==> src/rtl/lq_mem_arbiter_pkg.sv <==
// ============================================================================
// Module      : lq_mem_arbiter_pkg
// Description : Shared types and constants for the LQ data-side memory arbiter.
// Revision    : 1.0 - initial release
// ============================================================================
`default_nettype none

package lq_mem_arbiter_pkg;

    typedef enum logic [1:0] {
        BUS_NONE  = 2'd0,
        BUS_LOAD  = 2'd1,
        BUS_STORE = 2'd2
    } BUS_COMMAND;

    typedef logic [3:0] MEM_TAG_T;

    localparam int LQ_MEM_TAGS  = 15;
    localparam int LQ_MAX_OUTST = 8;
    localparam int C_BLK_W      = 61;

    function automatic logic [63:0] blk_to_addr(input logic [C_BLK_W-1:0] blk);
        return {blk, 3'b000};
    endfunction

endpackage

`default_nettype wire

==> src/rtl/lq_tag_table.sv <==
// ============================================================================
// Module      : lq_tag_table
// Description : Outstanding-load table indexed by memory tag, with block CAM.
// Revision    : 1.0 - initial release
// ============================================================================
`default_nettype none

module lq_tag_table
    import lq_mem_arbiter_pkg::*;
#(
    parameter int NUM_TAGS = LQ_MEM_TAGS
) (
    input  logic               clock,
    input  logic               reset,
    input  logic [C_BLK_W-1:0] i_match_blk,
    output logic               o_match_hit,
    input  MEM_TAG_T           i_rd_tag,
    output logic               o_rd_valid,
    output logic [C_BLK_W-1:0] o_rd_blk,
    input  logic               i_clr_en,
    input  MEM_TAG_T           i_clr_tag,
    input  logic               i_set_en,
    input  MEM_TAG_T           i_set_tag,
    input  logic [C_BLK_W-1:0] i_set_blk,
    output logic [3:0]         o_count
);

    logic [NUM_TAGS:1]  valid_q;
    logic [NUM_TAGS:1]  valid_d;
    logic [C_BLK_W-1:0] blk_q [1:NUM_TAGS];
    logic [C_BLK_W-1:0] blk_d [1:NUM_TAGS];
    logic [3:0]         count_q;
    logic [3:0]         count_d;

    always_comb begin
        valid_d     = valid_q;
        blk_d       = blk_q;
        o_match_hit = 1'b0;
        o_rd_valid  = 1'b0;
        o_rd_blk    = '0;
        count_d     = '0;
        for (int i = 1; i <= NUM_TAGS; i++) begin
            if (valid_q[i] && (i_rd_tag == MEM_TAG_T'(i))) begin
                o_rd_valid = 1'b1;
                o_rd_blk   = blk_q[i];
            end
            // An entry retiring this cycle must not absorb a new load: it is refetched.
            if (valid_q[i] && (blk_q[i] == i_match_blk) &&
                !(i_clr_en && (i_clr_tag == MEM_TAG_T'(i))))
                o_match_hit = 1'b1;
            // Clear before set so a tag reissued in the same cycle keeps the new entry.
            if (i_clr_en && (i_clr_tag == MEM_TAG_T'(i)))
                valid_d[i] = 1'b0;
            if (i_set_en && (i_set_tag == MEM_TAG_T'(i))) begin
                valid_d[i] = 1'b1;
                blk_d[i]   = i_set_blk;
            end
        end
        for (int i = 1; i <= NUM_TAGS; i++)
            count_d = count_d + 4'(valid_d[i]);
    end

    always_ff @(posedge clock) begin
        if (reset) begin
            valid_q <= '0;
            count_q <= '0;
            for (int i = 1; i <= NUM_TAGS; i++)
                blk_q[i] <= '0;
        end else begin
            valid_q <= valid_d;
            count_q <= count_d;
            for (int i = 1; i <= NUM_TAGS; i++)
                blk_q[i] <= blk_d[i];
        end
    end

    assign o_count = count_q;

endmodule

`default_nettype wire

==> src/rtl/lq_mem_arbiter.sv <==
// ============================================================================
// Module      : lq_mem_arbiter
// Description : Shares the data memory port between LQ misses and store retires.
// Revision    : 1.0 - initial release
// ============================================================================
`default_nettype none

module lq_mem_arbiter
    import lq_mem_arbiter_pkg::*;
#(
    parameter int NUM_TAGS  = LQ_MEM_TAGS,
    parameter int MAX_OUTST = LQ_MAX_OUTST
) (
    input  logic        clock,
    input  logic        reset,
    input  logic        ld_req_valid,
    input  logic [63:0] ld_req_addr,
    output logic        ld_req_ready,
    input  logic        st_req_valid,
    input  logic [63:0] st_req_addr,
    input  logic [63:0] st_req_data,
    output logic        st_req_ready,
    output BUS_COMMAND  proc2mem_command,
    output logic [63:0] proc2mem_addr,
    output logic [63:0] proc2mem_data,
    input  logic [3:0]  mem2proc_response,
    input  logic [63:0] mem2proc_data,
    input  logic [3:0]  mem2proc_tag,
    output logic        lq_miss_valid,
    output logic [63:0] lq_miss_addr,
    output logic [63:0] lq_miss_data,
    output logic [3:0]  outst_count
);

    logic [C_BLK_W-1:0] w_ld_blk;
    logic               w_hit;
    logic               w_rd_valid;
    logic [C_BLK_W-1:0] w_rd_blk;
    logic               w_fill;
    logic               w_ld_merge;
    logic               w_ld_elig;
    logic               w_st_elig;
    logic               w_grant_ld;
    logic               w_grant_st;
    logic               w_accept;
    logic               w_set_en;
    logic               w_unused;

    logic               rr_last_q, rr_last_d;
    logic               miss_valid_q, miss_valid_d;
    logic [63:0]        miss_addr_q, miss_addr_d;
    logic [63:0]        miss_data_q, miss_data_d;

    assign w_ld_blk = ld_req_addr[63:3];
    assign w_unused = ^{ld_req_addr[2:0], st_req_addr[2:0]};
    assign w_fill   = (mem2proc_tag != 4'd0) && w_rd_valid;
    assign w_accept = (mem2proc_response != 4'd0);

    lq_tag_table #(
        .NUM_TAGS (NUM_TAGS)
    ) u_tag_table (
        .clock       (clock),
        .reset       (reset),
        .i_match_blk (w_ld_blk),
        .o_match_hit (w_hit),
        .i_rd_tag    (mem2proc_tag),
        .o_rd_valid  (w_rd_valid),
        .o_rd_blk    (w_rd_blk),
        .i_clr_en    (w_fill),
        .i_clr_tag   (mem2proc_tag),
        .i_set_en    (w_set_en),
        .i_set_tag   (mem2proc_response),
        .i_set_blk   (w_ld_blk),
        .o_count     (outst_count)
    );

    // rr_last_q == 1 means the store went last, so a tie goes to the load.
    assign w_ld_merge = ld_req_valid && w_hit;
    assign w_ld_elig  = ld_req_valid && !w_hit && (outst_count < 4'(MAX_OUTST));
    assign w_st_elig  = st_req_valid;
    assign w_grant_ld = w_ld_elig && (!w_st_elig || rr_last_q);
    assign w_grant_st = w_st_elig && !w_grant_ld;

    always_comb begin
        proc2mem_command = BUS_NONE;
        proc2mem_addr    = '0;
        proc2mem_data    = '0;
        ld_req_ready     = w_ld_merge;
        st_req_ready     = 1'b0;
        w_set_en         = 1'b0;
        rr_last_d        = rr_last_q;
        if (w_grant_ld) begin
            proc2mem_command = BUS_LOAD;
            proc2mem_addr    = blk_to_addr(w_ld_blk);
            ld_req_ready     = w_accept;
            w_set_en         = w_accept;
            if (w_accept)
                rr_last_d = 1'b0;
        end else if (w_grant_st) begin
            proc2mem_command = BUS_STORE;
            proc2mem_addr    = blk_to_addr(st_req_addr[63:3]);
            proc2mem_data    = st_req_data;
            st_req_ready     = w_accept;
            if (w_accept)
                rr_last_d = 1'b1;
        end
        miss_valid_d = w_fill;
        miss_addr_d  = w_fill ? blk_to_addr(w_rd_blk) : 64'd0;
        miss_data_d  = w_fill ? mem2proc_data : 64'd0;
    end

    always_ff @(posedge clock) begin
        if (reset) begin
            rr_last_q    <= 1'b1;
            miss_valid_q <= 1'b0;
            miss_addr_q  <= '0;
            miss_data_q  <= '0;
        end else begin
            rr_last_q    <= rr_last_d;
            miss_valid_q <= miss_valid_d;
            miss_addr_q  <= miss_addr_d;
            miss_data_q  <= miss_data_d;
        end
    end

    assign lq_miss_valid = miss_valid_q;
    assign lq_miss_addr  = miss_addr_q;
    assign lq_miss_data  = miss_data_q;

endmodule

`default_nettype wire
==> config.mk <==
export PLATFORM = sky130hd
export DESIGN_NAME = lq_mem_arbiter
export DESIGN_NICKNAME = d
export VERILOG_FILES = /design/src/rtl/lq_mem_arbiter_pkg.sv /design/src/rtl/lq_tag_table.sv /design/src/rtl/lq_mem_arbiter.sv
export SDC_FILE = /design/constraint.sdc
export NUM_CORES = 2
export LEC_CHECK = 0
export CAP_MARGIN = 40
export CORE_UTILIZATION = 50
export DETAILED_ROUTE_END_ITERATION = 10
export PLACE_DENSITY_LB_ADDON = 0.08
export SLEW_MARGIN = 5
export SYNTH_ARGS = -nofsm -noshare
export SYNTH_HDL_FRONTEND = slang
export SYNTH_HIERARCHICAL = 1
export SYNTH_SLANG_ARGS = --single-unit
==> constraint.sdc <==
create_clock -name clock -period 24.2 [get_ports clock]
set_input_delay 4.84 -clock clock [delete_from_list [all_inputs] [get_ports clock]]
set_output_delay 4.84 -clock clock [all_outputs]
set_load 0.02 [all_outputs]
==> run metrics <==
Synth Cell Area 0.0541 mm2; Sinks on Clock Net 1061; Worst Setup Start Kind input port; post_cts resized 0; vias per inst 6.24; vias 54500; LEAKAGE 22.5 nW; Num CTS Buffers 116; Ys Warns 6; Worst path top cell family by delay simple AND/OR/NAND/NOR gates; worst slack at placement 6.32 ns; Core ar. 0.107 mm2; count of different cell masters after synthesis 64; 1st-pass router iterations 8; commonest non-fill, non-tap cell in the layout nand2_1; CTS H-tree lvls 3; Die Span Y 331 um; Pwr Density 64.5 mW/mm2; final worst path period need 18.27 ns; final cell count without fillers 8739; top cells by area, synth dfxtp_1 (39%), nand2_1 (14%), a21oi_1 (9.1%), xnor2_1 (8.6%), xor2_1 (6.1%); GRT Overall Usage 0.456; area leader, netlist dfxtp_1; Setup CP Type input port to output pin; CP bufs+invs 4; period utilization 0.755; post-route design area 0.0638 mm2; Worst-Margin Slew 1.14 ns; Hold Crit Class flop to flop; CTS tree yes; ys async rst share 0; Area Overhead vs Synth 18.0%; unrepaired setup endpoints after global routing false; slew margin rel. 0.237; Port-buffer cells 520; Post-route DRC 0; final setup violating endpoints 0; CP max FO 41; Placed Cells 8514; r2r startpoint u_tag_table/valid_q[5]; Synth top area share 0.393; top-level I/O count 533; R2R setup slack 13.05 ns; FF-to-FF End u_tag_table/o_count[1]; Crit path largest cell delay 0.87 ns; Total Power 4.11 mW; share of post-route cells with drive strength above 1 0.0724; #FFs+latches synth 1061; Syn Area/Cell 7.66 um2; Post-synth EDFFs 0; DRT iter0 DRCs 8899; critical path arrival 13.43 ns; initial antenna violation count 10; Die X 331 um; status finished, final reports clean; vias in the first global route 48200; Setup Buffers After CTS 0; Die ar. 0.109 mm2; final slew viol count 0; Setup Skew 0.0263 ns; clock latency on the worst-skew pair 0.74 ns; Critical-path top delay cell nand2_1; nets@finish 7516; Initial Util 0.505; number of fill cells 9968; Critical Path Stages 19; CP Capture Type output pin; cell count after synthesis 7056; Most used DFF post-synth dfxtp_1; crit path from mem2proc_tag[2]; data required time of the worst path 19.36 ns; dpl cell area 0.0597 mm2; largest net degree at the start of global routing 187; DPL Wire Length 184000 um; Final Wtd Congestion 1.03; Hold WS 0.478 ns; GR peak layer met2; drt wl/cell 29.8 um; first-pass GRT wire length 357000 um; fmax 54.7 MHz; Rows 120; grt met1 use 0.584; count of max-cap constraint violations 0; crit-path cells clkdlybuf4s50_1 > nor2b_1 > nand3_1 > nand2_1 > or4_1 > o41a_1 > nand2_1 > o41ai_1 > nor4_1 > nand3_1 > o22ai_1 > a41oi_1 > nand4_1 > nor3b_1 > o21ai_4 > buf_4 > buf_4 > mux2i_1 > clkdlybuf4s50_1; met3 Track Usage GR 0.0934; clock tree buffer depth 3; Hold Buf Count CTS 0; post-layout util 0.596; met2 Use GR 0.657; CTS root buf clkbuf_16; Peak VDD IR 0.0000613 V; most frequent cells in the layout nand2_1 (2003), dfxtp_1 (1061), a21oi_1 (987); sequential area share after synthesis 0.393; Final Hold Fails 0; ANT nets after route 0; FF-to-FF path depth 27; clock-pin slew on the worst setup and hold paths 0.06 ns; drt total wl 260000 um; remaining global-route overflow 0; CP endpoint proc2mem_addr[58]; Setup TNS 0 ns; slack of the critical path 5.93 ns
[kinds of logic after synthesis]
family / count (synthesis) / share of synthesized area
mux: 61 / 0.0113
compound gates: 1522 / 0.165
flops: 1061 / 0.393
xor+xnor: 910 / 0.147
fa+ha+maj: 12 / 0.00417
simple gates: 2766 / 0.224
buf+inv: 723 / 0.0559
other cells: 1 / 0.0000694
[cell type report]
class / instances / area (um2) / area share
tap: 1403 / 1760 / 0.0275
multi-input combinational: 5277 / 30100 / 0.471
clock buffer: 178 / 3510 / 0.0550
inverter: 78 / 293 / 0.00459
clock inverter: 36 / 459 / 0.00720
sequential: 1061 / 21200 / 0.333
timing repair buffer: 702 / 6440 / 0.101
antenna: 4 / 10.0 / 0.000157
[routing by layer]
layer | up-vias | part of all wire
li1 | 24000 | -
met1 | 25900 | 0.37
met2 | 3815 | 0.42
met3 | 777 | 0.11
met4 | 6 | 0.10
met5 | - | 0.00015
[Yosys cell counts (4+ instances only)]
cell type  count
nand2_1     2014
dfxtp_1     1061
a21oi_1      988
xnor2_1      531
clkbuf_1     481
xor2_1       379
nand4_1      162
and2_1       155
nor4_1       130
buf_2        127
a22oi_1      124
o21ai_0       99
nor3_1        89
inv_1         78
o22ai_1       76
a221oi_1      68
nor2_1        68
mux2i_1       61
a222oi_1      57
and2_4        41
nand3_1       40
a221o_1       22
buf_4         17
and3_1        16
o21ai_1       16
o221ai_1      16
nand2b_1      15
a31oi_1       14
buf_6         11
o22a_1        11
fa_1          10
nor2b_1        9
buf_1          8
or3_1          8
o211ai_1       7
o21a_1         6
o31ai_1        4
[flip-flops by register name, summed over array words and instances (netlist names)]
name / count
lq_miss_addr: 61
lq_miss_data: 64
u_tag_table/blk_q: 915
lq_miss_valid: 1
u_tag_table/o_count: 4
u_tag_table/valid_q: 15
rr_last_q: 1
[where the power goes]
part	switching [mW]	leakage (nW)	internal (mW)	total [mW]
registers	0.0206	8.56	1.77	1.79
logic	0.303	12.0	0.156	0.460
clock network	0.768	1.97	1.10	1.87
total	1.09	22.5	3.02	4.11
[how the worst min path moves through the flow]
| stage | cells past startpoint | to | startpoint | slack, ns |
|---|---|---|---|---|
| final | 2 | u_tag_table/blk_q[44] | u_tag_table/blk_q[44] | 0.48 |
| after global routing | 2 | u_tag_table/blk_q[35] | u_tag_table/blk_q[35] | 0.48 |
| after CTS | 2 | u_tag_table/blk_q[35] | u_tag_table/blk_q[35] | 0.47 |
| after detailed placement | 2 | u_tag_table/blk_q[442] | u_tag_table/blk_q[442] | 0.47 |
| after global placement | 2 | u_tag_table/blk_q[35] | u_tag_table/blk_q[35] | 0.46 |
| after floorplan | 2 | u_tag_table/blk_q[20] | u_tag_table/blk_q[20] | 0.45 |
[worst min-delay path, delay by kind of cell, from the launching register on]
kind	cells	cell delay, ns
flip-flops	1	0.32
AND/OR/NAND/NOR	1	0.06
AO/OA/AOI/OAI	1	0.05
No activity file was read; power rests on OpenSTA's default activity.
